`src/rtl/reg_file_mp.sv`:
```
// reg_file_mp: multi-port register file with two prioritised write ports,
// optional write-to-read bypass, pending scoreboard and bulk-clear sweep.
// Optional feature: define REGFILE_ZERO_REG_EN to hardwire register 0 to zero.

module reg_file_mp #(
   parameter int W      = 8,
   parameter int A      = 4,
   parameter int NR     = 2,
   parameter int BYPASS = 1
) (
   input  logic            Clk,
   input  logic            Reset,
   input  logic            ClearReq,
   output logic            Busy,
   input  logic            WriteEn0,
   input  logic [A-1:0]    Waddr0,
   input  logic [W-1:0]    DataIn0,
   input  logic            WriteEn1,
   input  logic [A-1:0]    Waddr1,
   input  logic [W-1:0]    DataIn1,
   input  logic            IssueEn,
   input  logic [A-1:0]    IssueAddr,
   input  logic [NR*A-1:0] Raddr,
   output logic [NR*W-1:0] DataOut,
   output logic [NR-1:0]   Pending
);

   localparam int D = 1 << A;

   typedef enum logic {IDLE, SWEEP} state_t;

   state_t         state, state_nxt;
   logic [A-1:0]   cnt, cnt_nxt;
   logic [W-1:0]   regs [D];
   logic [D-1:0]   pend, pend_nxt;
   logic           busy;
   logic           ok0, ok1, oki;
   logic           we0, we1, iss;

`ifdef REGFILE_ZERO_REG_EN
   assign ok0 = |Waddr0;
   assign ok1 = |Waddr1;
   assign oki = |IssueAddr;
`else
   assign ok0 = 1'b1;
   assign ok1 = 1'b1;
   assign oki = 1'b1;
`endif

   assign busy = (state == SWEEP);
   assign Busy = busy;

   // Ports are frozen while the sweep owns the array
   assign we0 = WriteEn0 & ~busy & ok0;
   assign we1 = WriteEn1 & ~busy & ok1;
   assign iss = IssueEn  & ~busy & oki;

   // Sweep FSM state and counter
   always_ff @(posedge Clk) begin
      if (Reset) begin
         state <= IDLE;
         cnt   <= '0;
      end else begin
         state <= state_nxt;
         cnt   <= cnt_nxt;
      end
   end

   // Sweep next-state: one entry per cycle, stop on all-ones
   always_comb begin
      state_nxt = state;
      cnt_nxt   = cnt;
      unique case (state)
         IDLE: begin
            if (ClearReq) begin
               state_nxt = SWEEP;
               cnt_nxt   = '0;
            end
         end
         SWEEP: begin
            if (cnt == {A{1'b1}}) begin
               state_nxt = IDLE;
               cnt_nxt   = '0;
            end else begin
               cnt_nxt = cnt + 1'b1;
            end
         end
         default: begin
            state_nxt = IDLE;
            cnt_nxt   = '0;
         end
      endcase
   end

   // Register array; port 0 written last so it wins a collision
   always_ff @(posedge Clk) begin
      if (Reset) begin
         for (int j = 0; j < D; j++) regs[j] <= '0;
      end else if (busy) begin
         regs[cnt] <= '0;
      end else begin
         if (we1) regs[Waddr1] <= DataIn1;
         if (we0) regs[Waddr0] <= DataIn0;
      end
   end

   // Scoreboard update: writes clear, issue sets and wins
   always_comb begin
      pend_nxt = pend;
      if (we0) pend_nxt[Waddr0] = 1'b0;
      if (we1) pend_nxt[Waddr1] = 1'b0;
      if (iss) pend_nxt[IssueAddr] = 1'b1;
   end

   // Scoreboard register
   always_ff @(posedge Clk) begin
      if (Reset)     pend      <= '0;
      else if (busy) pend[cnt] <= 1'b0;
      else           pend      <= pend_nxt;
   end

   for (genvar i = 0; i < NR; i++) begin : g_rd
      logic [A-1:0] ra;
      logic         h0, h1, hi;
      logic [W-1:0] d;
      logic         p;

      assign ra = Raddr[i*A +: A];
      assign h0 = we0 && (Waddr0 == ra);
      assign h1 = we1 && (Waddr1 == ra);
      assign hi = iss && (IssueAddr == ra);

      // Read port: stored value, optionally overridden by this cycle's write
      always_comb begin
         d = regs[ra];
         p = pend[ra];
         if ((BYPASS != 0) && (h0 || h1)) begin
            d = h0 ? DataIn0 : DataIn1;
            if (!hi) p = 1'b0;
         end
`ifdef REGFILE_ZERO_REG_EN
         if (ra == '0) begin
            d = '0;
            p = 1'b0;
         end
`endif
      end

      assign DataOut[i*W +: W] = d;
      assign Pending[i]        = p;
   end

endmodule

```
`config.mk`:
```
export PLATFORM = sky130hd
export DESIGN_NAME = reg_file_mp
export DESIGN_NICKNAME = d
export VERILOG_FILES = /design/src/rtl/reg_file_mp.sv
export SDC_FILE = /design/constraint.sdc
export NUM_CORES = 1
export LEC_CHECK = 0
export ABC_AREA = 1
export BUFFER_PORTS_ARGS = -buffer_cell sky130_fd_sc_hd__buf_4
export CAP_MARGIN = 40
export CORE_UTILIZATION = 45
export CTS_CLUSTER_DIAMETER = 100
export DETAILED_ROUTE_END_ITERATION = 6
export GPL_TIMING_DRIVEN = 0
export REMOVE_ABC_BUFFERS = 1
export SYNTH_ARGS = -nofsm -noshare
export SYNTH_HDL_FRONTEND = slang
export SYNTH_SLANG_ARGS = --single-unit
```
`constraint.sdc`:
```
create_clock -name Clk -period 2.15 [get_ports Clk]
set_clock_uncertainty 0.2 [all_clocks]
set_input_delay 0.215 -clock Clk [delete_from_list [all_inputs] [get_ports Clk]]
set_output_delay 0.215 -clock Clk [all_outputs]
set_load 0.1 [all_outputs]
```
==> impl_metrics.tcl, run 1 <==
set metrics [dict create \
    outcome "finished with violations" \
    violations "design-rule violations, negative setup slack" \
    rrSetupSlack_ns -0.20 \
    yosys.area_share.adder_pct 0.416 \
    synth_warnings 0 \
    finalHoldViolCount 0 \
    routed_via_density 5.91 \
    vias 13800 \
    crit_fanout 54 \
    synth_edf_count 128 \
    yosysSeqAreaShare_pct 35.4 \
    synth.avg_cell_area_um2 6.28 \
    cp_data_arrival_time_ns 2.17 \
    drv_cap 0 \
    io_buffers 60 \
    finalCritPeriodShare_pct 120 \
    syn_to_final_growth_pct 25.3 \
    power.total_w 0.00917 \
    critPathKind "in -> out" \
    maxSlewViolCount 0 \
    regArea_mm2 0.00427 \
    fin_ws_ns -0.439 \
    async_reset_ff_share_pct 0 \
    r2r_cells 9 \
    synth_top_flop_cell "edfxtp_1" \
    synth-seq-cells 149 \
    synth_area_leaders "edfxtp_1 (32%), nand2_1 (22%), nand3_1 (17%), inv_1 (6.1%), nor2_1 (5.0%)" \
    clk_latency_ns 0.44 \
    reg2reg_from "Busy" \
    synthCells 1919 \
    io_pins 61 \
    cts-root-buf "clkbuf_16" \
    synth-xor-area-share_pct 0.509 \
    remaining_drc_errors 4 \
    ys_top_cells_by_count "nand2_1 (715), nand3_1 (418), inv_1 (197), nor2_1 (162), edfxtp_1 (128)" \
    clock-sinks 149 \
    wl_per_cell_um 22.6 \
    multi_input_area_mm2 0.00700 \
    final_net_count 2032 \
    finalInstanceArea_mm2 0.0151 \
    grt_util_all_layers_pct 38.7 \
    htreeDepth 4 \
    min-delay-start "Waddr1[3]" \
    synth_compound_area_share_pct 3.91 \
    grt_pass1_vias 12800 \
    ant_nets 0 \
    critPathLaunchType "input pin" \
    grtUsageMet2_pct 60.4 \
    fmaxAchievable_mhz 386 \
    row_count 59 \
    layout-drive-gt1-share_pct 16.4 \
    critPathCaptureType "primary output" \
    diodes 0 \
    synth_top_area_cell "edfxtp_1" \
    grt_max_degree 55 \
    fillers 2497 \
    numCtsBuffers 17 \
    synthMuxAreaShare_pct 0 \
    yosysMostFrequentCell "nand2_1" \
    p_per_area_mw_per_mm2 608 \
    cts_tree "yes" \
    grt_overflow 0 \
    clk_pin_slew_ns 0.07 \
    core_mm2 0.0261 \
    grt_use_met1_pct 51.5 \
    gr-max-usage-layer "met2" \
    rr_endpoint "regs[10][1]" \
    yosysTopAreaCellShare_pct 31.9 \
    gp_congestion 0.961 \
    fin_crit_ns 2.59 \
    dpl_worst_slack_ns -1.41 \
    synth-simple-area-share_pct 48.4 \
    p_leak_nw 7.13 \
    vdd_drop_max_v 0.000449 \
    whs_endpoint "pend[15]" \
    synth_top_family_by_area "simple AND/OR/NAND/NOR gates" \
    placed_area_mm2 0.0127 \
    die_h_um 166 \
    dr.pass1.iters 7 \
    required_ns 1.74 \
    holdPathStages 6 \
    finalSetupViolCount 240 \
    tightest_slew_ns 0.701 \
    start_util_pct 46.1 \
    hp-class "in -> reg" \
    synth_area_mm2 0.0120 \
    antenna_found_initial 0 \
    cts_buffer_depth 2 \
    die-area_mm2 0.0274 \
    drtIter0Drc 1985 \
    synthDistinctLibCells 34 \
    rsz0062_at_grt "true" \
    grt_use_met3_pct 7.46 \
    wirelength_mm 52.8 \
    grt_pass1_wl_mm 79.0 \
    slew_headroom_pct 53.1 \
    dp_hpwl_mm 33.3 \
    die_w_um 166 \
]
sequential cells by signal, indices dropped and copies added (netlist names):
signal,cells
Busy,1
pend,16
regs,128
cnt,4
stage by stage:
step | hold slack, ns | TNS [ns] | util (%) | instances
floorplan | 0.0841 | -220.04 | - | 1796
global placement | 0.305 | -347.03 | 47.2 | 2191
detailed placement | 0.303 | -269.95 | 48.6 | 2214
CTS | 0.0389 | -18.39 | 56.5 | 2316
global route | 0.0791 | -40.89 | 57.7 | 2334
finish | 0.0522 | -25.19 | 57.7 | 2334
repair_timing:
item	CTS	global route
setup buffers	56	18
cloned	5	0
pin swaps	30	19
endpoints found under the setup margin	274	263
hold buffers	9	0
endpoints found under the hold margin	21	0
gates resized for setup	189	52
kinds of logic after synthesis:
kind of cell | Yosys count
AND/OR/NAND/NOR | 1356
AO/OA/AOI/OAI | 73
XOR/XNOR | 7
buffers and inverters | 330
adder cells (fa/ha/maj) | 4
flip-flops | 149
area by class of cell:
cell class | count | share of cell area, %
clock inverter | 14 | 1.24
timing repair buffer | 169 | 12.8
inverter | 207 | 5.65
tap | 335 | 2.78
clock buffer | 18 | 2.84
multi-input combinational | 1442 | 46.4
sequential | 149 | 28.3
how the worst max path moves through the flow:
stage,from,depth (start not counted),to,slack [ns]
after global placement,Raddr[0],11,DataOut[1],-2.84
after global routing,Busy,11,DataOut[15],-0.46
after floorplan,Busy,10,DataOut[0],-1.18
after CTS,Busy,11,DataOut[2],-0.41
final,Raddr[4],10,DataOut[15],-0.44
after detailed placement,Reset,10,regs[4][4],-1.41
critical path: stages:
cell and delay [ns]:
buf_6 0.24, buf_16 0.28, nor2_1 0.13, nor2_4 0.25, nand3_4 0.16, nand2_8 0.13, clkinvlp_4 0.25, nand2_2 0.17
nand2_2 0.09, buf_12 0.17
power breakdown:
part / leakage [nW] / switching (W) / total [W] / internal, W
registers: 1.50 / 0.0000483 / 0.00331 / 0.00326
clock network: 0.298 / 0.00142 / 0.00329 / 0.00187
logic: 5.33 / 0.00177 / 0.00258 / 0.000806
layout by cell type (no fill, tap or decap), drive strengths merged:
cell type / count
nand3: 420
o211ai: 8
ha: 4
inv: 203
nor2: 179
xor2: 4
nand4: 18
bufinv: 3
o21bai: 16
clkinvlp: 13
a21oi: 26
dlygate4sd3: 9
o21ai: 14
clkbuf: 20
dfxtp: 21
buf: 155
xnor2: 3
o21a: 3
clkinv: 2
a21boi: 5
bufbuf: 3
edfxtp: 128
nor3: 10
nand2: 723
nand3b: 8
o31ai: 1
layer usage:
| metal | share of wire [%] | vias up |
|---|---|---|
| met5 | 0 | - |
| met4 | 5.0 | 0 |
| li1 | - | 6305 |
| met3 | 12 | 184 |
| met1 | 39 | 6398 |
| met2 | 44 | 909 |
(Power assumes the default switching activity.)
==> run 2, diff against run 1 <==
--- a/config.mk
+++ b/config.mk
@@ -12,7 +12,7 @@
 export CTS_CLUSTER_DIAMETER = 100
 export DETAILED_ROUTE_END_ITERATION = 6
 export GPL_TIMING_DRIVEN = 0
-export REMOVE_ABC_BUFFERS = 1
+export PLACE_DENSITY = 0.74
 export SYNTH_ARGS = -nofsm -noshare
 export SYNTH_HDL_FRONTEND = slang
 export SYNTH_SLANG_ARGS = --single-unit
==> impl_metrics.tcl, run 2 (same netlist as run 1, synthesis figures left out) <==
set metrics [dict create \
    outcome "finished with violations" \
    violations "design-rule violations, negative setup slack" \
    critPathCaptureType "primary output" \
    rsz0062_at_grt "true" \
    p_per_area_mw_per_mm2 598 \
    antenna_found_initial 0 \
    clock-sinks 149 \
    critPathTopFamily "simple AND/OR/NAND/NOR gates" \
    grt_overflow 0 \
    crit_fanout 8 \
    critPathKind "reg -> out" \
    worst_path_max_delay_cell "dfxtp_4" \
    tightest_slew_ns 0.970 \
    core_mm2 0.0261 \
    io_buffers 55 \
    dpl_worst_slack_ns -0.881 \
    finalCritPeriodShare_pct 123 \
    die_h_um 166 \
    clk_pin_slew_ns 0.07 \
    finalHoldViolCount 0 \
    layout_common_cells "nand2_1 (663), nand3_1 (401), inv_1 (185)" \
    required_ns 1.74 \
    power.total_w 0.00918 \
    p_leak_nw 7.37 \
    cts_tree "yes" \
    path_cells "inv_8 > nand2_8 > inv_6 > nand2_2 > nor2_4 > nand3_4 > nand2_8 > clkinvlp_4 > nand2_2 > nand2_4 > buf_12" \
    largest_registers "regs: 128 flops, pend: 16 flops, cnt: 4 flops" \
    io_pins 61 \
    crit_path_max_incr_delay_ns 0.37 \
    cp_data_arrival_time_ns 2.23 \
    finalSetupViolCount 273 \
    critPathLaunchType "flip-flop" \
    fin_ws_ns -0.491 \
    cp.buffers_inverters 4 \
    wirelength_mm 62.1 \
    largest_reg_flops 128 \
    layout-drive-gt1-share_pct 18.4 \
    grt_pass1_wl_mm 88.6 \
    hp-class "in -> reg" \
    grt_max_degree 17 \
    grt_pass1_vias 13200 \
    grt_util_all_layers_pct 44.6 \
    drtIter0Drc 2538 \
    fin_crit_ns 2.64 \
    reg2reg_from "Busy" \
    final_common_cell "nand2_1" \
    final_net_count 2106 \
    remaining_drc_errors 6 \
    top_register "regs" \
    crit_start "Busy" \
    gp_congestion 1.06 \
    row_count 59 \
    slew_headroom_pct 35.3 \
    htreeDepth 4 \
    synth.net_count 1965 \
    die-area_mm2 0.0274 \
    vias 14800 \
    finalInstanceArea_mm2 0.0153 \
    dr.pass1.iters 7 \
    maxSlewViolCount 0 \
    vdd_drop_max_v 0.000462 \
    routed_via_density 6.15 \
    start_util_pct 46.1 \
    fillers 2448 \
    placed_area_mm2 0.0134 \
    clk_latency_ns 0.44 \
    final.setup.tns_ns -55.17 \
    numCtsBuffers 17 \
    min-delay-start "IssueAddr[3]" \
    cts_buffer_depth 2 \
    fmaxAchievable_mhz 379 \
    diodes 0 \
    dp_hpwl_mm 44.7 \
    cts-root-buf "clkbuf_16" \
    drv_cap 0 \
    ant_nets 0 \
    die_w_um 166 \
    syn_to_final_growth_pct 27.4 \
    wl_per_cell_um 25.8 \
]
[run 2: cell count changes in the layout (fill, tap and decap cells not counted), moves of 7 or more]
cell	change
nand2_1	-11
clkbuf_2	+39
nor2_2	+10
buf_2	+22
nand2_8	+13
buf_6	+14
buf_4	-15
clkbuf_1	+25
clkinvlp_4	-9
inv_2	+7
[run 2: layer usage]
layer	routed length [µm]	GRT usage (%)
met3	9450	13.1
met1	23300	60.3
met5	0	0
met2	25600	64.4
met4	3760	23.0
[run 2: what timing repair did]
item | 4_1_cts | 5_1_grt
pin swaps | 32 | 17
hold buffers | 12 | 0
hold endpoints to repair | 31 | 0
gates cloned | 1 | 0
buffers inserted | 40 | 14
endpoints found under the setup margin | 270 | 274
resized for setup | 202 | 44
[run 2: final cells by class]
| class | instances | area, µm² | share of cell area, % |
|---|---|---|---|
| sequential | 149 | 4270 | 27.8 |
| multi-input combinational | 1441 | 7250 | 47.2 |
| inverter | 207 | 805 | 5.24 |
| clock inverter | 13 | 148 | 0.962 |
| clock buffer | 19 | 433 | 2.82 |
| buffer | 122 | 798 | 5.20 |
| timing repair buffer | 122 | 1230 | 7.99 |
| tap | 335 | 419 | 2.73 |
[run 2: report_power, final]
group	internal, W	total, W	switching (W)
Clock	0.00173	0.00311	0.00137
Sequential	0.00326	0.00335	0.0000842
Combinational	0.000813	0.00273	0.00192
Total	0.00581	0.00918	0.00337
[run 2: worst paths after layout]
| check | to | slack, ns | cells after the start |
|---|---|---|---|
| worst max-delay path | DataOut[8] | -0.49 | 11 |
| worst min register to register | cnt[2] | 0.33 | 2 |
| worst max register to register | regs[14][5] | -0.47 | 13 |
| worst min-delay path | pend[7] | 0.01 | 4 |
[run 2: worst reg2reg max path: stages (launching register included)]
cell     delay (ns)
dfxtp_4        0.37
buf_8          0.13
nor2_4         0.17
buf_4          0.18
nand2_8        0.09
buf_12         0.16
buf_6          0.15
buf_4          0.15
nor2_4         0.22
inv_2          0.10
buf_6          0.17
nor2_1         0.14
nand3_1        0.11
nand2_2        0.12
[run 2: metrics by stage]
| stage | instances | hold WS (ns) | utilization [%] |
|---|---|---|---|
| 2_1_floorplan | 1919 | 0.175 | - |
| 3_3_place_gp | 2309 | 0.294 | 51.4 |
| 3_5_place_dp | 2310 | 0.300 | 51.5 |
| 4_1_cts | 2394 | 0.00806 | 57.8 |
| 5_1_grt | 2408 | 0.0431 | 58.7 |
| 6_report | 2408 | 0.0122 | 58.7 |
